==> config.mk <==
export PLATFORM = sky130hd
export DESIGN_NAME = cal_date_ct
export DESIGN_NICKNAME = d
export VERILOG_FILES = /design/src/rtl/cal_pkg.sv /design/src/rtl/cal_month_len.sv /design/src/rtl/cal_date_ct.sv
export SDC_FILE = /design/constraint.sdc
export NUM_CORES = 1
export LEC_CHECK = 0
export CAP_MARGIN = 5
export CORE_MARGIN = 2
export CORE_UTILIZATION = 33
export DETAILED_ROUTE_END_ITERATION = 10
export GPL_ROUTABILITY_DRIVEN = 0
export HOLD_SLACK_MARGIN = 0.03
export PLACE_DENSITY = 0.56
export SYNTH_ARGS = -nofsm -noshare
export SYNTH_HDL_FRONTEND = slang
export SYNTH_SLANG_ARGS = --single-unit
==> constraint.sdc <==
create_clock -name clk -period 2 [get_ports clk]
set_input_delay 0.4 -clock clk [delete_from_list [all_inputs] [get_ports clk]]
set_output_delay 0.4 -clock clk [all_outputs]
set_load 0.02 [all_outputs]
==> src/rtl/cal_pkg.sv <==
// cal_pkg: calendar constants and month-length helpers shared by the date counter.
package cal_pkg;
   localparam logic [3:0] MON_JAN = 4'd0;
   localparam logic [3:0] MON_FEB = 4'd1;
   localparam logic [3:0] MON_MAR = 4'd2;
   localparam logic [3:0] MON_APR = 4'd3;
   localparam logic [3:0] MON_MAY = 4'd4;
   localparam logic [3:0] MON_JUN = 4'd5;
   localparam logic [3:0] MON_JUL = 4'd6;
   localparam logic [3:0] MON_AUG = 4'd7;
   localparam logic [3:0] MON_SEP = 4'd8;
   localparam logic [3:0] MON_OCT = 4'd9;
   localparam logic [3:0] MON_NOV = 4'd10;
   localparam logic [3:0] MON_DEC = 4'd11;
   localparam logic [2:0] DOW_SUN = 3'd0;
   localparam logic [2:0] DOW_MON = 3'd1;
   localparam logic [2:0] DOW_TUE = 3'd2;
   localparam logic [2:0] DOW_WED = 3'd3;
   localparam logic [2:0] DOW_THU = 3'd4;
   localparam logic [2:0] DOW_FRI = 3'd5;
   localparam logic [2:0] DOW_SAT = 3'd6;

   // Every fourth year is leap across 2000-2099, so only the low two bits matter.
   function automatic logic is_leap(input logic [1:0] yr_lo);
      return yr_lo == 2'd0;
   endfunction

   function automatic logic [4:0] days_in_month(input logic [3:0] mon, input logic leap);
      return (mon == MON_FEB) ? (leap ? 5'd29 : 5'd28) :
             (mon == MON_APR || mon == MON_JUN || mon == MON_SEP || mon == MON_NOV) ? 5'd30 : 5'd31;
   endfunction
endpackage

==> src/rtl/cal_month_len.sv <==
// cal_month_len: combinational month length minus one for a given month and year.
module cal_month_len
   import cal_pkg::*;
#(
   parameter int YEAR_W  = 7,
   parameter int LEAP_EN = 1
) (
   input  logic [3:0]        mon,
   input  logic [YEAR_W-1:0] year,
   output logic [4:0]        len_m1
);
   always_comb len_m1 = days_in_month(mon, (LEAP_EN != 0) && is_leap(year[1:0])) - 5'd1;
endmodule

==> src/rtl/cal_date_ct.sv <==
// cal_date_ct: day/month/year/day-of-week counter with leap years, validated load
// and year-wrap signalling; advances one day per en tick.
module cal_date_ct
   import cal_pkg::*;
#(
   parameter int YEAR_W   = 7,
   parameter int YEAR_MAX = 99,
   parameter int LEAP_EN  = 1,
   parameter int DOW_RST  = 6
) (
   input  logic              clk,
   input  logic              rst,
   input  logic              en,
   input  logic              ld,
   input  logic [4:0]        ld_day,
   input  logic [3:0]        ld_mon,
   input  logic [YEAR_W-1:0] ld_year,
   input  logic [2:0]        ld_dow,
   output logic [4:0]        day,
   output logic [3:0]        mon,
   output logic [YEAR_W-1:0] year,
   output logic [2:0]        dow,
   output logic              last_day,
   output logic              last_mon,
   output logic              yr_wrap,
   output logic              ld_err
);
   localparam logic [YEAR_W-1:0] YMAX = YEAR_W'(YEAR_MAX);
   localparam logic [2:0]        DRST = 3'(DOW_RST);

   logic [4:0]        day_q, day_d, cur_len_m1, ld_len_m1;
   logic [3:0]        mon_q, mon_d;
   logic [YEAR_W-1:0] year_q, year_d;
   logic [2:0]        dow_q, dow_d;
   logic              yr_wrap_q, yr_wrap_d, ld_err_q, ld_err_d;
   logic              ld_bad, year_end;

   cal_month_len #(.YEAR_W(YEAR_W), .LEAP_EN(LEAP_EN)) u_cur_len (
      .mon(mon_q), .year(year_q), .len_m1(cur_len_m1)
   );

   // Second instance sizes the incoming load date so an oversized day can be clamped.
   cal_month_len #(.YEAR_W(YEAR_W), .LEAP_EN(LEAP_EN)) u_ld_len (
      .mon(ld_mon), .year(ld_year), .len_m1(ld_len_m1)
   );

   always_comb begin
      last_day = day_q == cur_len_m1;
      last_mon = last_day && mon_q == MON_DEC;
      year_end = last_mon && year_q == YMAX;
      ld_bad   = ld_mon > MON_DEC || ld_year > YMAX || ld_dow > DOW_SAT;
   end

   always_comb begin
      day_d     = day_q;
      mon_d     = mon_q;
      year_d    = year_q;
      dow_d     = dow_q;
      yr_wrap_d = 1'b0;
      ld_err_d  = 1'b0;
      if (ld) begin
         ld_err_d = ld_bad;
         if (!ld_bad) begin
            day_d  = (ld_day > ld_len_m1) ? ld_len_m1 : ld_day;
            mon_d  = ld_mon;
            year_d = ld_year;
            dow_d  = ld_dow;
         end
      end else if (en) begin
         dow_d     = (dow_q == DOW_SAT) ? DOW_SUN : dow_q + 3'd1;
         day_d     = last_day ? 5'd0 : day_q + 5'd1;
         mon_d     = last_mon ? MON_JAN : last_day ? mon_q + 4'd1 : mon_q;
         year_d    = year_end ? '0 : last_mon ? year_q + 1'b1 : year_q;
         yr_wrap_d = year_end;
      end
   end

   always_ff @(posedge clk or posedge rst) begin
      if (rst) begin
         day_q     <= '0;
         mon_q     <= MON_JAN;
         year_q    <= '0;
         dow_q     <= DRST;
         yr_wrap_q <= 1'b0;
         ld_err_q  <= 1'b0;
      end else begin
         day_q     <= day_d;
         mon_q     <= mon_d;
         year_q    <= year_d;
         dow_q     <= dow_d;
         yr_wrap_q <= yr_wrap_d;
         ld_err_q  <= ld_err_d;
      end
   end

   assign day     = day_q;
   assign mon     = mon_q;
   assign year    = year_q;
   assign dow     = dow_q;
   assign yr_wrap = yr_wrap_q;
   assign ld_err  = ld_err_q;
endmodule

==> results of run 1 <==
worst max-delay path: stages (launching register included):
cell,delay (ns)
sky130_fd_sc_hd__dfrtp_2,0.41
sky130_fd_sc_hd__inv_2,0.07
sky130_fd_sc_hd__ha_4,0.19
sky130_fd_sc_hd__or3b_4,0.40
sky130_fd_sc_hd__a21oi_4,0.14
sky130_fd_sc_hd__a211o_1,0.15
sky130_fd_sc_hd__nand3b_1,0.15
sky130_fd_sc_hd__nor2_4,0.14
sky130_fd_sc_hd__buf_6,0.13
cell families (layout without fill, tap and decap cells):
family	count (synthesis)	after routing	share of synthesized area
compound gates	69	69	0.2930
xor+xnor	1	1	0.004737
fa+ha+maj	10	10	0.06766
buf+inv	27	135	0.06969
flops	21	21	0.2855
mux	9	9	0.05481
simple gates	72	72	0.2246
placed cells by master, fill, tap and decap left out, drive strengths merged, types with 3 or more instances in the layout:
cell / count
nor4bb: 3
inv: 15
o311ai: 3
nand3: 6
o2bb2ai: 5
clkdlybuf4s15: 4
ha: 10
a22oi: 6
o21bai: 5
a31o: 3
clkdlybuf4s50: 36
mux2: 3
nor3b: 4
nand2: 18
o21ai: 9
dfrtp: 19
mux2i: 6
clkbuf: 3
and3: 5
and4b: 3
nand2b: 3
a21o: 3
nor3: 4
a21oi: 10
nor2: 17
buf: 75
o31ai: 4
report_power, final:
part,switching [W],leakage (nW),total (W),internal [W]
logic,0.00114,1.14,0.00251,0.00137
registers,0.000202,0.250,0.000797,0.000595
clock network,0.000161,0.0255,0.000301,0.000140
total,0.00151,1.41,0.00361,0.00210
area by class of cell:
cell class                      count  area (µm²)
Sequential cell                    21       533.0
Timing Repair Buffer              116        1018
Clock inverter                      1       5.005
Inverter                           15       58.81
Multi-Input combinational cell    161        1426
Fill cell                         515        2300
Tap cell                           72       90.09
Clock buffer                        3       41.29
per-stage QoR:
stage	TNS, ns	util	total power [W]	cell area, µm²
after floorplan	-1.508	-	0.001976	1938
after global routing	-6.966	0.5798	0.003871	3173
after global placement	-9.207	0.5242	0.002959	2869
after CTS	-4.765	0.5599	0.003497	3064
final	-5.281	0.5798	0.003609	3173
after detailed placement	-9.617	0.5242	0.002968	2869
per-layer routing:
| metal | track usage | up-vias |
|---|---|---|
| li1 | - | 1001 |
| met1 | 0.2588 | 946 |
| met2 | 0.3325 | 49 |
| met3 | 0.01591 | 6 |
| met4 | 0.04483 | 0 |
| met5 | 0 | - |
worst max-delay path by stage:
stage	slack, ns	start	depth (start not counted)	to
2_1_floorplan	-0.28	ld_mon[2]	10	day[2]$_DFFE_PP0P_
3_3_place_gp	-0.83	ld_mon[2]	11	day[2]$_DFFE_PP0P_
3_5_place_dp	-0.89	ld_mon[3]	11	day[2]$_DFFE_PP0P_
4_1_cts	-0.44	year[1]$_DFFE_PP0P_	8	last_day
5_1_grt	-0.52	year[1]$_DFFE_PP0P_	8	last_day
6_report	-0.45	year[1]$_DFFE_PP0P_	8	last_day
flip-flops by register name, summed over array words and instances (netlist names):
register and count:
year 7, day 5, mon 4, dow 3, ld_err 1, yr_wrap 1
repair_timing:
| action | in CTS | in global routing |
|---|---|---|
| gates cloned | 0 | 1 |
| pin swaps | 14 | 10 |
| endpoints found under the setup margin | 21 | 21 |
| resized for setup | 51 | 15 |
| buffers inserted | 5 | 7 |
==> impl_metrics.env, run 1 <==
export IMPL_run_status="complete, but fails checks"
export IMPL_violations="negative setup slack"
export IMPL_p_leak_nw=1.412
export IMPL_synth_main_ff_cell="sky130_fd_sc_hd__dfrtp_1"
export IMPL_synth_top_cell_by_area="sky130_fd_sc_hd__dfrtp_1"
export IMPL_dr_first_iter_drc_count=145
export IMPL_reg2reg_depth=11
export IMPL_synthesis_to_layout_area_growth_pct=71.58
export IMPL_cts_hold_buffers=0
export IMPL_die_h_um=78.86
export IMPL_route_layer_met1_wl_um=2721
export IMPL_placementRows=27
export IMPL_yosysMostFrequentCell="sky130_fd_sc_hd__dfrtp_1"
export IMPL_synthesis_area_per_instance_um2=8.848
export IMPL_post_synth_edffs=0
export IMPL_arrival_time_of_the_worst_setup_path_ns=2.05
export IMPL_r2r_slack_ns=-0.41
export IMPL_mappedNetlistNets=242
export IMPL_final_setup_worst_slack_ns=-0.4477
export IMPL_crit_required_ns=1.60
export IMPL_min_period_over_period=1.224
export IMPL_dpl_hpwl_um=4230
export IMPL_grt_overflow_total=0
export IMPL_design_portCount=46
export IMPL_synth_top_area_frac=0.2571
export IMPL_rsz0062_at_grt="true"
export IMPL_timing_fmax_mhz=408.5
export IMPL_antenna_diode_count=0
export IMPL_drc=0
export IMPL_pre_cts_slack_ns=-0.8875
export IMPL_die_area_mm2=0.006219
export IMPL_die_width_um=78.86
export IMPL_power_density_mw_per_mm2=1137
export IMPL_post_drt_via_cell_ratio=5.147
export IMPL_antenna_found_initial=0
export IMPL_synth_top_cells_by_area="sky130_fd_sc_hd__dfrtp_1 26%, sky130_fd_sc_hd__ha_1 6.8%, sky130_fd_sc_hd__nand2_1 3.5%, sky130_fd_sc_hd__nor2_1 3.5%, sky130_fd_sc_hd__mux2i_1 3.2%"
export IMPL_first_pass_iters=4
export IMPL_final_hold_worst_slack_ns=0.4686
export IMPL_synth_seq_cells=21
export IMPL_cts_reportedPaths_clkPinSlew_ns=0.09
export IMPL_final_period_minus_worst_setup_slack_ns=2.448
export IMPL_r2r_start="mon[1]$_DFFE_PP0P_"
export IMPL_synth_cell_types=60
export IMPL_synth_yosys_seq_area_share=0.2855
export IMPL_type_of_element_capturing_the_critical_path="output pin"
export IMPL_skew_ns=0.0005168
export IMPL_category_of_the_most_critical_setup_path="flop to output pin"
export IMPL_vias=2002
export IMPL_max_cap_violations=0
export IMPL_cts_sinks=21
export IMPL_floorplan_initialDensity=0.3379
export IMPL_grt_first_pass_wirelength_um=9618
export IMPL_worst_r2r_endpoint="day[0]$_DFFE_PP0P_"
export IMPL_drtAntennaViolNets=0
export IMPL_met3_wire_length_um=166
export IMPL_final_hold_violation_count=0
export IMPL_final_nets=351
export IMPL_finalSetupViolCount=19
export IMPL_route_final_wire_length_um=5756
export IMPL_min_delay_path_class="input pin to async pin"
export IMPL_grt_max_degree=30
export IMPL_cts_tree="yes"
export IMPL_relative_max_transition_margin=0.7878
export IMPL_port_buffers=45
export IMPL_synth_cells_most_frequent="19 x sky130_fd_sc_hd__dfrtp_1, 17 x sky130_fd_sc_hd__nand2_1, 17 x sky130_fd_sc_hd__nor2_1"
export IMPL_synthArstFlopShare=1.000
export IMPL_final_max_slew_viols=0
export IMPL_synthesis_warning_total=0
export IMPL_wire_length_on_met2_um=2806
export IMPL_crit_path_max_fanout=6
export IMPL_grt_use_total=0.1914
export IMPL_place_inst=374
export IMPL_finish_cell_count_without_fillers=389
export IMPL_h_tree_lvls=1
export IMPL_syn_inst=209
export IMPL_avgRoutedWirePerCell_um=14.80
export IMPL_topRoutingLayerUsed="met4"
export IMPL_tightest_slew_ns=0.3178
export IMPL_cp_start_kind="flop"
export IMPL_clk_root_buffer_cell="sky130_fd_sc_hd__clkbuf_8"
export IMPL_cts_root_to_sink_buffers=2
export IMPL_clock_latency_ns=0.27
export IMPL_synth_area_mm2=0.001849
export IMPL_cts_buffers=3
export IMPL_vdd_drop_max_uv=701.7
export IMPL_drive_above_1_share=0.4196
export IMPL_first_global_vias=1998
export IMPL_fp_coreArea_mm2=0.005473
(Power assumes the default switching activity.)
==> run 2: changes to the inputs <==
--- a/config.mk
+++ b/config.mk
@@ -8,8 +8,10 @@
 export CAP_MARGIN = 5
 export CORE_MARGIN = 2
 export CORE_UTILIZATION = 33
+export CTS_CLUSTER_DIAMETER = 200
 export DETAILED_ROUTE_END_ITERATION = 10
 export GPL_ROUTABILITY_DRIVEN = 0
+export GPL_TIMING_DRIVEN = 0
 export HOLD_SLACK_MARGIN = 0.03
 export PLACE_DENSITY = 0.56
 export SYNTH_ARGS = -nofsm -noshare
==> impl_metrics.env, run 2 (synthesis results as in run 1) <==
export IMPL_antenna_diode_count=0
export IMPL_cts_tree="yes"
export IMPL_die_h_um=78.86
export IMPL_r2r_slack_ns=-0.52
export IMPL_relative_max_transition_margin=0.4095
export IMPL_floorplan_initialDensity=0.3379
export IMPL_critical_path_cell_chain="inv_4 -> buf_4 -> ha_4 -> nor3b_4 -> nor3_4 -> a211o_1 -> buf_4 -> buf_6 -> a31o_1 -> buf_6 -> nand2_4 -> mux2_4"
export IMPL_power_density_mw_per_mm2=1183
export IMPL_post_drt_via_cell_ratio=5.320
export IMPL_first_global_vias=1803
export IMPL_dpl_hpwl_um=4016
export IMPL_timing_fmax_mhz=396.9
export IMPL_grt_max_degree=22
export IMPL_p_leak_nw=1.228
export IMPL_cts_buffers=3
export IMPL_antenna_found_initial=0
export IMPL_design_portCount=46
export IMPL_violations="negative setup slack"
export IMPL_final_hold_worst_slack_ns=0.4645
export IMPL_pre_cts_slack_ns=-1.106
export IMPL_postLayoutCellArea_mm2=0.002915
export IMPL_cts_root_to_sink_buffers=2
export IMPL_cts_hold_buffers=0
export IMPL_die_area_mm2=0.006219
export IMPL_drc=0
export IMPL_final_hold_violation_count=0
export IMPL_placement_cell_area_mm2=0.002469
export IMPL_skew_ns=0.005439
export IMPL_final_max_slew_viols=0
export IMPL_total_negative_slack_for_setup_checks_ns=-6.945
export IMPL_grt_use_total=0.1887
export IMPL_category_of_the_most_critical_setup_path="flop to flop"
export IMPL_layout_common_cells="36 x sky130_fd_sc_hd__clkdlybuf4s50_1, 23 x sky130_fd_sc_hd__buf_4, 15 x sky130_fd_sc_hd__nor2_1, 15 x sky130_fd_sc_hd__dfrtp_1, 14 x sky130_fd_sc_hd__nand2_1"
export IMPL_arrival_time_of_the_worst_setup_path_ns=2.68
export IMPL_slowest_delay_ns=0.45
export IMPL_dr_first_iter_drc_count=98
export IMPL_max_cap_violations=0
export IMPL_fp_coreArea_mm2=0.005473
export IMPL_drive_above_1_share=0.3486
export IMPL_avgRoutedWirePerCell_um=16.92
export IMPL_type_of_element_capturing_the_critical_path="flop"
export IMPL_crit_path_max_fanout=5
export IMPL_vias=1894
export IMPL_route_final_wire_length_um=6022
export IMPL_clock_latency_ns=0.27
export IMPL_die_width_um=78.86
export IMPL_first_pass_iters=4
export IMPL_crit_required_ns=2.16
export IMPL_place_inst=325
export IMPL_run_status="complete, but fails checks"
export IMPL_placementRows=27
export IMPL_grt_first_pass_wirelength_um=9252
export IMPL_critPathBufInv=5
export IMPL_clk_root_buffer_cell="sky130_fd_sc_hd__clkbuf_8"
export IMPL_cts_sinks=21
export IMPL_h_tree_lvls=1
export IMPL_min_delay_path_class="input pin to flop"
export IMPL_port_buffers=44
export IMPL_cp_start_kind="flop"
export IMPL_final_period_minus_worst_setup_slack_ns=2.520
export IMPL_cts_reportedPaths_clkPinSlew_ns=0.08
export IMPL_drtAntennaViolNets=0
export IMPL_finish_cell_count_without_fillers=356
export IMPL_cpLargestDelayFamily="buffers and inverters"
export IMPL_rsz0062_at_grt="true"
export IMPL_final_nets=318
export IMPL_largest_reg_flops=7
export IMPL_vdd_drop_max_uv=522.8
export IMPL_final_setup_worst_slack_ns=-0.5197
export IMPL_finalSetupViolCount=19
export IMPL_critical_path_slowest_cell="sky130_fd_sc_hd__dfrtp_2"
export IMPL_mostFrequentLayoutCell="sky130_fd_sc_hd__clkdlybuf4s50_1"
export IMPL_min_period_over_period=1.260
export IMPL_synthesis_to_layout_area_growth_pct=57.65
export IMPL_grt_overflow_total=0
export IMPL_tightest_slew_ns=0.8848
## run 2: per-layer routing
layer	global-route usage	vias up	routed length, µm
met5	0	-	0
met4	0.05000	0	45
met3	0.02386	4	202
met2	0.3128	40	2926
met1	0.2603	909	2847
li1	-	941	-
## run 2: worst min-delay path: cells and delay by family
kind,cells,cell delay (ns)
buffers and inverters,1,0.12
AOI/OAI and AO/OA,2,0.17
## run 2: path summary, 6_finish.rpt
kind	start	end	depth (start not counted)
min reg2reg	year[6]$_DFFE_PP0P_	year[6]$_DFFE_PP0P_	1
max	mon[1]$_DFFE_PP0P_	mon[0]$_DFFE_PP0P_	12
max reg2reg	mon[1]$_DFFE_PP0P_	mon[0]$_DFFE_PP0P_	12
min	ld_year[0]	year[0]$_DFFE_PP0P_	3
max in group asynchronous	rst	year[0]$_DFFE_PP0P_	2
min in group asynchronous	rst	mon[2]$_DFFE_PP0P_	2
## run 2: layout make-up
class | instances | area [µm²]
tap | 72 | 90.09
fill | 529 | 2557
timing repair buffer | 72 | 651.9
inverter | 15 | 61.31
clock buffer | 4 | 45.04
sequential | 21 | 533.0
buffer | 11 | 78.83
multi-input combinational | 161 | 1455
## run 2: through the flow
step	power, W	utilization
global route	0.003669	0.5327
finish	0.003450	0.5327
floorplan	0.001976	-
detailed placement	0.002586	0.4511
global placement	0.002590	0.4511
CTS	0.003136	0.5032
## run 2: power breakdown
part / internal [W] / switching (W)
logic: 0.00120 / 0.00113
clock network: 0.000143 / 0.000160
registers: 0.000595 / 0.000226
total: 0.00193 / 0.00152
## run 2: what timing repair did
item / 4_1_cts / 5_1_grt
hold endpoints to repair: 0 / 0
resized for setup: 68 / 19
setup endpoints to repair: 22 / 19
setup buffers: 20 / 9
cloned: 1 / 1
pin swaps: 15 / 13
==> run 3: changes to the inputs <==
==> constraint.sdc (replaced) <==
create_clock -name clk -period 2 [get_ports clk]
set_input_delay 0.3 -clock clk [delete_from_list [all_inputs] [get_ports clk]]
set_output_delay 0.3 -clock clk [all_outputs]
set_load 0.02 [all_outputs]
==> impl_metrics.env, run 3 (synthesis results as in run 1) <==
export IMPL_port_buffers=44
export IMPL_placementRows=27
export IMPL_power_density_mw_per_mm2=1152
export IMPL_vdd_drop_max_uv=581.8
export IMPL_grt_max_degree=22
export IMPL_largest_reg_flops=7
export IMPL_vias=1899
export IMPL_max_cap_violations=0
export IMPL_synthesis_to_layout_area_growth_pct=52.77
export IMPL_grt_use_total=0.1896
export IMPL_first_pass_iters=4
export IMPL_mostFrequentLayoutCell="sky130_fd_sc_hd__clkdlybuf4s50_1"
export IMPL_category_of_the_most_critical_setup_path="flop to output pin"
export IMPL_final_hold_violation_count=0
export IMPL_arrival_time_of_the_worst_setup_path_ns=2.04
export IMPL_cts_hold_buffers=0
export IMPL_die_area_mm2=0.006219
export IMPL_crit_required_ns=1.70
export IMPL_antenna_diode_count=0
export IMPL_final_core_utilization=0.5162
export IMPL_drc=0
export IMPL_cts_sinks=21
export IMPL_crit_path_max_fanout=6
export IMPL_final_nets=311
export IMPL_cts_reportedPaths_clkPinSlew_ns=0.09
export IMPL_route_final_wire_length_um=5779
export IMPL_floorplan_initialDensity=0.3379
export IMPL_run_status="complete, but fails checks"
export IMPL_dpl_hpwl_um=4073
export IMPL_violations="negative setup slack"
export IMPL_layout_common_cells="36 x sky130_fd_sc_hd__clkdlybuf4s50_1, 19 x sky130_fd_sc_hd__buf_4, 15 x sky130_fd_sc_hd__nand2_1, 15 x sky130_fd_sc_hd__nor2_1, 15 x sky130_fd_sc_hd__dfrtp_1"
export IMPL_post_drt_via_cell_ratio=5.441
export IMPL_cp_start_kind="flop"
export IMPL_p_leak_nw=1.183
export IMPL_postLayoutCellArea_mm2=0.002825
export IMPL_drive_above_1_share=0.3466
export IMPL_fp_coreArea_mm2=0.005473
export IMPL_first_global_vias=1887
export IMPL_grt_overflow_total=0
export IMPL_die_width_um=78.86
export IMPL_skew_ns=0.002407
export IMPL_design_portCount=46
export IMPL_clock_latency_ns=0.26
export IMPL_min_period_over_period=1.168
export IMPL_final_max_slew_viols=0
export IMPL_cts_buffers=3
export IMPL_clk_root_buffer_cell="sky130_fd_sc_hd__clkbuf_8"
export IMPL_antenna_found_initial=0
export IMPL_finalSetupViolCount=19
export IMPL_tightest_slew_ns=0.8722
export IMPL_cts_root_to_sink_buffers=2
export IMPL_min_delay_path_class="input pin to flop"
export IMPL_cts_tree="yes"
export IMPL_timing_fmax_mhz=428.2
export IMPL_grt_first_pass_wirelength_um=9459
export IMPL_relative_max_transition_margin=0.4179
export IMPL_placement_cell_area_mm2=0.002457
export IMPL_rsz0062_at_grt="true"
export IMPL_drtAntennaViolNets=0
export IMPL_dr_first_iter_drc_count=80
export IMPL_avgRoutedWirePerCell_um=16.56
export IMPL_die_h_um=78.86
export IMPL_h_tree_lvls=1
export IMPL_final_setup_worst_slack_ns=-0.3356
export IMPL_pre_cts_slack_ns=-0.9466
export IMPL_type_of_element_capturing_the_critical_path="output pin"
export IMPL_final_period_minus_worst_setup_slack_ns=2.336
run 3: worst max-delay path: stages (launching register included):
cell	delay (ns)
sky130_fd_sc_hd__dfrtp_2	0.42
sky130_fd_sc_hd__inv_2	0.07
sky130_fd_sc_hd__ha_4	0.18
sky130_fd_sc_hd__or3b_1	0.37
sky130_fd_sc_hd__a21oi_2	0.18
sky130_fd_sc_hd__a31oi_2	0.09
sky130_fd_sc_hd__a211oi_4	0.30
sky130_fd_sc_hd__buf_6	0.16
run 3: worst paths after layout:
path                                          start                  end  slack (ns)  cells after the start
worst max-delay path            year[1]$_DFFE_PP0P_             last_mon       -0.34                      7
worst min-delay path                     ld_year[0]  year[0]$_DFFE_PP0P_        0.37                      3
worst max register to register   mon[1]$_DFFE_PP0P_   mon[1]$_DFFE_PP0P_       -0.29                     10
worst min register to register  year[6]$_DFFE_PP0P_  year[6]$_DFFE_PP0P_        0.56                      1
max in group asynchronous                       rst  year[1]$_DFFE_PP0P_        0.89                      2
min in group asynchronous                       rst   mon[3]$_DFFE_PP0P_        0.51                      2
run 3: report_power, final:
group,total (W),internal (W),switching [W]
combinational,0.00215,0.00109,0.00106
clock,0.000299,0.000142,0.000156
sequential,0.000811,0.000595,0.000216
total,0.00326,0.00182,0.00143
run 3: repair_timing:
action,in CTS,in global routing
setup endpoints to repair,20,21
gates resized for setup,51,23
cloned,1,0
buffers inserted,16,4
pin swaps,16,8
run 3: through the flow:
stage	total power, W	instances	TNS [ns]	hold WS, ns
after CTS	0.003137	346	-3.377	0.4741
after floorplan	0.001948	209	-1.042	0.2748
after detailed placement	0.002563	325	-10.05	0.5361
after global placement	0.002560	325	-10.01	0.5417
final	0.003255	349	-3.859	0.3651
after global routing	0.003481	349	-5.308	0.3766
run 3: layout make-up:
type                    count  area (µm²)
plain buffers              11       70.07
flip-flops and latches     21       533.0
fillers                   542        2648
multi-input cells         161        1440
clock buffers               4       45.04
repair buffers             65       590.6
inverters                  15       56.30
well taps                  72       90.09
run 3: per-layer routing:
| metal | up-vias | track usage | wire (µm) |
|---|---|---|---|
| met3 | 2 | 0.02727 | 235 |
| met5 | - | 0 | 0 |
| met1 | 933 | 0.2454 | 2660 |
| met4 | 0 | 0.03621 | 19 |
| met2 | 44 | 0.3385 | 2864 |
| li1 | 920 | - | - |
